[src/rtl/tlb_code_responder.sv]
`default_nettype none
// tlb_code_responder -- fully-associative code TLB responder: 1-cycle hits, page-walk fill on miss. Rev 1.0
// Optional feature: define TLB_CODE_STATS_EN to add the stat_hits/stat_misses counters.
module tlb_code_responder #(
  parameter int ENTRIES = 8
) (
  input  logic        clk,
  input  logic        rst_n,
  input  logic        pr_reset,
  input  logic        cr0_pg,
  input  logic        cr0_cd,
  input  logic        tlbflushall_do,
  input  logic        tlbcoderequest_do,
  input  logic [31:0] tlbcoderequest_address,
  input  logic        tlbcoderequest_su,
  output logic        tlbcode_do,
  output logic [31:0] tlbcode_linear,
  output logic [31:0] tlbcode_physical,
  output logic        tlbcode_cache_disable,
  output logic        tlbcode_pf,
  output logic        walk_do,
  output logic [31:0] walk_address,
  output logic        walk_su,
  input  logic        walk_done,
  input  logic        walk_fault,
  input  logic [19:0] walk_frame,
  input  logic        walk_user,
  input  logic        walk_cache_disable
`ifdef TLB_CODE_STATS_EN
  ,
  output logic [31:0] stat_hits,
  output logic [31:0] stat_misses
`endif
);
  localparam int IDXW = (ENTRIES > 1) ? $clog2(ENTRIES) : 1;

  typedef enum logic [1:0] {
    S_IDLE  = 2'd0,
    S_RESP  = 2'd1,
    S_WALK  = 2'd2,
    S_FAULT = 2'd3
  } state_t;

  state_t             state_q, state_d;
  logic [31:0]        addr_q, addr_d;
  logic               su_q, su_d;
  logic [31:0]        phys_q, phys_d;
  logic               cd_q, cd_d;
  logic               aborted_q, aborted_d;
  logic               flush_seen_q, flush_seen_d;
  logic [IDXW-1:0]    ptr_q, ptr_d;
  logic [ENTRIES-1:0] valid_q, valid_d;
  logic [ENTRIES-1:0] user_q, user_d;
  logic [ENTRIES-1:0] pcd_q, pcd_d;
  logic [19:0]        tag_q   [ENTRIES];
  logic [19:0]        tag_d   [ENTRIES];
  logic [19:0]        frame_q [ENTRIES];
  logic [19:0]        frame_d [ENTRIES];

  logic               hit;
  logic [19:0]        hit_frame;
  logic               hit_pcd;
  logic               abort_now;

  // Lookup is done on the live request inputs so a hit answers the very next cycle.
  always_comb begin
    hit       = 1'b0;
    hit_frame = '0;
    hit_pcd   = 1'b0;
    for (int i = 0; i < ENTRIES; i++) begin
      if (valid_q[i] && (tag_q[i] == tlbcoderequest_address[31:12]) &&
          (!tlbcoderequest_su || user_q[i])) begin
        hit       = 1'b1;
        hit_frame = frame_q[i];
        hit_pcd   = pcd_q[i];
      end
    end
  end

  assign abort_now = aborted_q | pr_reset;

  always_comb begin
    state_d      = state_q;
    addr_d       = addr_q;
    su_d         = su_q;
    phys_d       = phys_q;
    cd_d         = cd_q;
    aborted_d    = aborted_q;
    flush_seen_d = flush_seen_q;
    ptr_d        = ptr_q;
    valid_d      = valid_q;
    user_d       = user_q;
    pcd_d        = pcd_q;
    tag_d        = tag_q;
    frame_d      = frame_q;

    case (state_q)
      S_IDLE: begin
        if (tlbcoderequest_do && !pr_reset) begin
          addr_d = tlbcoderequest_address;
          su_d   = tlbcoderequest_su;
          if (!cr0_pg) begin
            phys_d  = tlbcoderequest_address;
            cd_d    = cr0_cd;
            state_d = S_RESP;
          end else if (hit) begin
            phys_d  = {hit_frame, tlbcoderequest_address[11:0]};
            cd_d    = hit_pcd;
            state_d = S_RESP;
          end else begin
            state_d = S_WALK;
          end
        end
      end
      S_RESP:  state_d = S_IDLE;
      S_FAULT: state_d = S_IDLE;
      S_WALK: begin
        if (pr_reset)       aborted_d    = 1'b1;
        if (tlbflushall_do) flush_seen_d = 1'b1;
        if (walk_done) begin
          aborted_d    = 1'b0;
          flush_seen_d = 1'b0;
          if (walk_fault) begin
            state_d = abort_now ? S_IDLE : S_FAULT;
          end else begin
            // An aborted walk still fills: the translation itself is valid.
            if (!flush_seen_q) begin
              valid_d[ptr_q] = 1'b1;
              tag_d[ptr_q]   = addr_q[31:12];
              frame_d[ptr_q] = walk_frame;
              user_d[ptr_q]  = walk_user;
              pcd_d[ptr_q]   = walk_cache_disable;
            end
            ptr_d   = ptr_q + IDXW'(1);
            phys_d  = {walk_frame, addr_q[11:0]};
            cd_d    = walk_cache_disable;
            state_d = abort_now ? S_IDLE : S_RESP;
          end
        end
      end
      default: state_d = S_IDLE;
    endcase

    // Flush overrides any fill made in the same cycle.
    if (tlbflushall_do) valid_d = '0;
  end

  always_ff @(posedge clk or negedge rst_n) begin
    if (!rst_n) begin
      state_q      <= S_IDLE;
      addr_q       <= '0;
      su_q         <= 1'b0;
      phys_q       <= '0;
      cd_q         <= 1'b0;
      aborted_q    <= 1'b0;
      flush_seen_q <= 1'b0;
      ptr_q        <= '0;
      valid_q      <= '0;
      user_q       <= '0;
      pcd_q        <= '0;
      for (int i = 0; i < ENTRIES; i++) begin
        tag_q[i]   <= '0;
        frame_q[i] <= '0;
      end
    end else begin
      state_q      <= state_d;
      addr_q       <= addr_d;
      su_q         <= su_d;
      phys_q       <= phys_d;
      cd_q         <= cd_d;
      aborted_q    <= aborted_d;
      flush_seen_q <= flush_seen_d;
      ptr_q        <= ptr_d;
      valid_q      <= valid_d;
      user_q       <= user_d;
      pcd_q        <= pcd_d;
      tag_q        <= tag_d;
      frame_q      <= frame_d;
    end
  end

  assign tlbcode_do            = (state_q == S_RESP);
  assign tlbcode_pf            = (state_q == S_FAULT);
  assign tlbcode_linear        = addr_q;
  assign tlbcode_physical      = phys_q;
  assign tlbcode_cache_disable = cd_q;
  assign walk_do               = (state_q == S_WALK);
  assign walk_address          = addr_q;
  assign walk_su               = su_q;

`ifdef TLB_CODE_STATS_EN
  always_ff @(posedge clk or negedge rst_n) begin
    if (!rst_n) begin
      stat_hits   <= '0;
      stat_misses <= '0;
    end else if (state_q == S_IDLE) begin
      if (state_d == S_RESP) stat_hits   <= stat_hits + 32'd1;
      if (state_d == S_WALK) stat_misses <= stat_misses + 32'd1;
    end
  end
`endif

endmodule
`default_nettype wire

[config.mk]
export PLATFORM = sky130hd
export DESIGN_NAME = tlb_code_responder
export DESIGN_NICKNAME = d
export VERILOG_FILES = /design/src/rtl/tlb_code_responder.sv
export SDC_FILE = /design/constraint.sdc
export NUM_CORES = 1
export LEC_CHECK = 0
export CAP_MARGIN = 10
export CORE_MARGIN = 2
export CORE_UTILIZATION = 59
export CTS_BUF_LIST = sky130_fd_sc_hd__clkbuf_16
export DETAILED_ROUTE_END_ITERATION = 10
export GPL_ROUTABILITY_DRIVEN = 0
export PLACE_DENSITY = 0.9
export RECOVER_POWER = 100
export SYNTH_ARGS = -nofsm -noshare
export SYNTH_HDL_FRONTEND = slang
export SYNTH_SLANG_ARGS = --single-unit
[constraint.sdc]
create_clock -name clk -period 3.1 [get_ports clk]
set_input_delay 0.31 -clock clk [delete_from_list [all_inputs] [get_ports clk]]
set_output_delay 0.31 -clock clk [all_outputs]
set_load 0.01 [all_outputs]
-- After elaboration in Yosys (flattened, before gate mapping)
Cells that the tools add are included.
- flip-flop bits (word level): 417
- input bits: 64
- add/subtract/negate cells: 1
- order comparisons: 4
- equality and inequality tests: 17
- mux-type cells: 61
- bitwise gates (word level): 5
- reduce and logical (&&, ||, !) cells: 43
- operator list (kind ; number):
    160-bit bitwise mux ; 2
    20-bit two-way mux ; 9
    20-bit equality test ; 8
    32-bit two-way mux ; 5
    32-bit case mux with 2 select lines ; 1
    20-bit demux with 3-bit select ; 1
    8-bit two-way mux ; 5
    1-bit two-way mux ; 27
    1-bit logical AND ; 19
    8-bit bitwise mux ; 2
    2-bit two-way mux ; 6
    1-bit logical OR ; 8
    2-bit != test, second input constant ; 4
    8-bit bitwise OR ; 1
    2-bit AND reduction ; 4
    4-bit AND reduction ; 2
    2-bit nonzero test ; 4
    2-bit case mux with 3 select lines ; 1
    5-bit AND reduction ; 1
    2-bit equality test, second input constant ; 2
    4-bit greater-or-equal comparator, second input constant ; 1
    3-bit by 4-bit less-than comparator with 1-bit output, second input constant ; 1
    4-bit by 1-bit less-than comparator with 1-bit output, second input constant ; 1
    3-bit inverter with 4-bit output ; 1
    other kinds (13) ; 15

-- Logic depth before layout (Yosys ltp)
- depth after elaboration: 15
- depth in mapped cells: 14
- mapped depth without buffers: 9

-- Worst setup path after synthesis
No wires, ideal clock.
- kind: flip-flop to flip-flop
- from: reg state_q[0]
- to: reg tag_q[100] (netlist name)
- library setup time: 125 ps
- arrival: 2439 ps
- path slack: 536 ps
- cell stages (with the launch flop): 12
- buffers on the path: 4
- cells stage by stage: dfrtp_1 -> nand2b_1 -> buf_6 -> clkinv_2 -> nand2_1 -> or2_1 -> buf_2 -> or3_1 -> buf_2 -> nor3b_4 -> buf_6 -> mux2_2
- cells in the longest elaborated chain, start to end: 2
- RTL lines (item ; RTL line ; RTL):
    start: declaration ; 44 ; state_t state_q, state_d;
    start signal: assignment ; 166 ; state_q <= state_d;
    2-bit equality test ; 97 ; case (state_q)
    4-bit AND reduction (no source line) ; - ;
    end signal: assignment ; 177 ; tag_q <= tag_d;
    end: declaration ; 55 ; logic [19:0] tag_q [ENTRIES];
No other way between the ends.
A chain may end at the register's enable or synchronous reset.

-- Worst setup path in the final report
- from: reg state_q[0]
- to: reg frame_q[128] (netlist name)
- cells in the longest elaborated chain, start to end: 2
- RTL lines (item ; RTL line ; RTL):
    2-bit equality test ; 97 ;
    4-bit AND reduction (no source line) ; - ;
    end signal: assignment ; 178 ; frame_q <= frame_d;
    end: declaration ; 57 ; logic [19:0] frame_q [ENTRIES];
No other way between the ends.

==> results.md <==
* Syn Area/Cell at 11.6 um^2
* Final TNS setup at 0 ps
* Placement Rows at 67
* Hold depth at 3
* Root buf cell: clkbuf_16
* RSZ-0062 raised after global routing: no
* Final setup vio count at 0
* Final cell utilization of the core at between 70% and 80%
* Critical path's top delay family: simple AND/OR/NAND/NOR gates
* Crit. End Element: flop
* Max clock buf depth at 3
* Layout cells sized above 1 at 24.1%
* WL final at between 60000 and 70000 um
* Hold Crit Class: in -> reg
* GRT Max-Usage Layer: met2
* Ant. Diodes at 0
* VDD IR max at 552 uV
* Number of distinct library cells after synthesis at 48
* GRT overflow at 0
* Sw Pwr at between 4000 and 5000 uW
* Nets at between 1500 and 2000
* Critical path peak fanout at 21
* Grt met2 use at a little under three fifths
* Ys async rst share at 100%
* Final min period at ~3000 ps
* Pint at between 10000 and 15000 uW
* Setup CP Type: reg -> reg
* Largest net degree at the start of global routing at 94
* Main flop type after synthesis: dfrtp_1
* Pleak at between 0.01 and 0.015 uW
* Clock transition at the registers of the reported paths at 60 ps
* Area Overhead vs Synth at 17.7%
* Setup bufs post-CTS at 0
* DRT iter0 DRCs at approximately 1800
* Critical Path Stages at 10
* Vias in the first global route at between 15000 and 20000
* Worst setup SP type: flop
* Hpwl dp at roughly 38000 um
* Cts bufs inserted at 43
* Initial core utilization at between 50% and 60%
* GRT Overall Usage at 34.4%
* Worst endpoint data arrival time at between 3000 and 4000 ps
* Most common cell after layout, fill and taps aside: dfrtp_1
* Worst Path Buf+Inv at 3
* Residual DRC at 1
* Warnings from Yosys at 0
* Syn Inst Count at 1730
* Worst path max stage delay at about 470 ps
* Synthesized Nets at between 1500 and 2000
* Most frequent cells in the layout: dfrtp_1, mux2_2, nand2_1
* Period Utilization, post-route at a little over nine tenths
* Worst-skew pair later-pin latency at about 560 ps
* I/O pin total at 165
* Seq/Total Area, Yosys at between 50% and 60%
* ANT nets after route at 0
* H-tree depth reported by CTS at 2
* Seq pwr share at 47.5%
* Routed length per instance at roughly 26 um
* Die Ht at roughly 190 um
* WHS at about 360 ps
* FF+latch count, synth at roughly 420
* Slew Limit Headroom at -14.5%
* Worst Tran Pin Value at roughly 1700 ps
* CTS Sinks at around 420
* Clock power frac at 29.6%
* Met1 GRT Util at roughly 43%
* Slew Limit Fails at 83
* Switching Fraction at between 30% and 40%
* DR pass1 iterations at 11
* Die ar. at about 35000 um^2
* Crit path cell chain: nand2b_2 > clkinvlp_2 > nand2_1 > or2_0 > buf_4 > nor2_1 > nand2_1 > or3_2 > clkbuf_4 > mux2_1
* Die W at 188 um
* First-pass GRT wire length at approximately 94000 um
* Core area at approximately 34000 um^2
* Pwr Density at around 680 nW/um^2
* CTS tree: built
* Mapped Area at ~20000 um^2
* Max-Cap Viols at 2
* Vias at about 15000
* Via density at between 6 and 7
* Worst R2R Path Depth at 10
* Final hold viol count at 0
* GRT met3 Usage at between 7 and 8%
* Combinational Power Share at 22.9%
* Worst Path Required at 3530 ps
* Failing checks: DRC, capacitance limit, slew limit
* EDFF count, synth at 0
* Initial antenna violation count at 1
* CP max stage cell: or3_2
* Critical Path Most Common Cell: nand2_1
* Clock Skew at between 30 and 40 ps
* I/O Buffers at approximately 160
* Status: finished with violations
* Maximum clock frequency at around 0.34 GHz
[synthesized netlist by cell type, types with 2 or more instances]
cell,count,area share [%]
a21oi_1,28,0.70
a221oi_1,21,0.92
a31oi_1,33,1.0
a32oi_1,2,0.087
and2_1,4,0.12
and4_1,3,0.13
buf_1,2,0.037
buf_2,41,1.0
buf_4,45,1.7
buf_6,9,0.51
clkbuf_1,69,1.3
dfrtp_1,417,52
inv_1,47,0.88
mux2_1,29,1.6
mux2_2,298,17
nand2_1,128,2.4
nand2b_1,18,0.56
nand3_1,27,0.67
nand3b_1,3,0.11
nand4_1,43,1.3
nand4b_1,5,0.22
nor2_1,98,1.8
nor2b_1,22,0.69
nor3_1,8,0.20
nor3b_1,3,0.11
nor4_1,18,0.56
nor4b_1,4,0.17
o2111ai_1,41,1.8
o211ai_1,24,0.90
o21ai_0,44,1.1
o22a_1,20,0.87
or3_1,3,0.094
or4_1,3,0.11
xnor2_1,107,4.7
xor2_1,50,2.2
[worst register-to-register path: stages (launching register included)]
cell        delay (ps)
dfrtp_1            440
nand2b_2           220
clkinvlp_2         110
nand2_1             90
or2_0              250
buf_4              180
nor2_1             120
nand2_1            120
or3_2              470
clkbuf_4           380
mux2_1             460
[worst paths after layout]
check / start / to / slack (ps)
hold reg to reg: frame_q[112]$_DFFE_PN0P_ / frame_q[112]$_DFFE_PN0P_ / 490
setup reg to reg: state_q[0]$_DFFE_PN0P_ / frame_q[128]$_DFFE_PN0P_ / 150
max in group asynchronous: rst_n / tlbcode_linear[17]$_DFFE_PN0P_ / 610
setup / recovery: state_q[0]$_DFFE_PN0P_ / frame_q[128]$_DFFE_PN0P_ / 150
hold / removal: tlbcoderequest_address[5] / tlbcode_physical[5]$_DFFE_PN0P_ / 360
min in group asynchronous: rst_n / frame_q[126]$_DFFE_PN0P_ / 750
[power by group through the flow]
| stage | combinational [uW] | clock (uW) | sequential (uW) |
|---|---|---|---|
| after floorplan | 2130 | 0 | 7370 |
| after global placement | 3500 | 0 | 7530 |
| after detailed placement | 3690 | 0 | 7640 |
| after CTS | 3750 | 4730 | 7560 |
| after global routing | 3900 | 4950 | 7690 |
| final | 3650 | 4720 | 7580 |
[flip-flops by register name, summed over array words and instances (netlist names)]
| name | flops |
|---|---|
| ptr_q | 3 |
| aborted_q | 1 |
| flush_seen_q | 1 |
| pcd_q | 8 |
| tlbcode_cache_disable | 1 |
| frame_q | 160 |
| valid_q | 8 |
| user_q | 8 |
| tlbcode_linear | 32 |
| walk_su | 1 |
| state_q | 2 |
| tag_q | 160 |
| tlbcode_physical | 32 |
[through the flow]
| stage | total power [uW] | cells | worst slack, ps | cell area (um^2) |
|---|---|---|---|---|
| 2_1_floorplan | 9490 | 1730 | 536 | 20100 |
| 3_3_place_gp | 11000 | 2275 | -1.23 | 22400 |
| 3_5_place_dp | 11300 | 2275 | -106 | 22400 |
| 4_1_cts | 16000 | 2347 | 369 | 23700 |
| 5_1_grt | 16500 | 2347 | 106 | 23600 |
| 6_report | 15900 | 2347 | 147 | 23600 |
[routing by layer]
layer,routed length [um],share of wire (%)
met1,22400,37
met2,28900,47
met3,5650,9.3
met4,3960,6.5
met5,0,0
[layout make-up]
type                       instances  area [um^2]
sequential                       417        10400
fill                            2131         9930
multi-input combinational       1098         8550
timing repair buffer             265         2640
clock buffer                      43         1080
tap                              448          561
inverter                          48          181
clock inverter                    28          155
[kinds of logic (layout without fill, tap and decap cells)]
group	count (synthesis)	in the layout	share of synthesized area (%)
AO/OA/AOI/OAI	218	218	7.61
XOR/XNOR	157	157	6.86
adder cells (fa/ha/maj)	1	1	0.0624
buffers and inverters	215	384	5.47
flip-flops	417	417	52.0
multiplexers	327	327	18.4
AND/OR/NAND/NOR	395	395	9.60
[repair_timing]
item | in CTS | in global routing
setup endpoints to repair | 0 | 33
resized for setup | 0 | 2
hold endpoints to repair | 56 | 0
hold buffers | 1 | 0
Power figures use the tool's default switching activity.
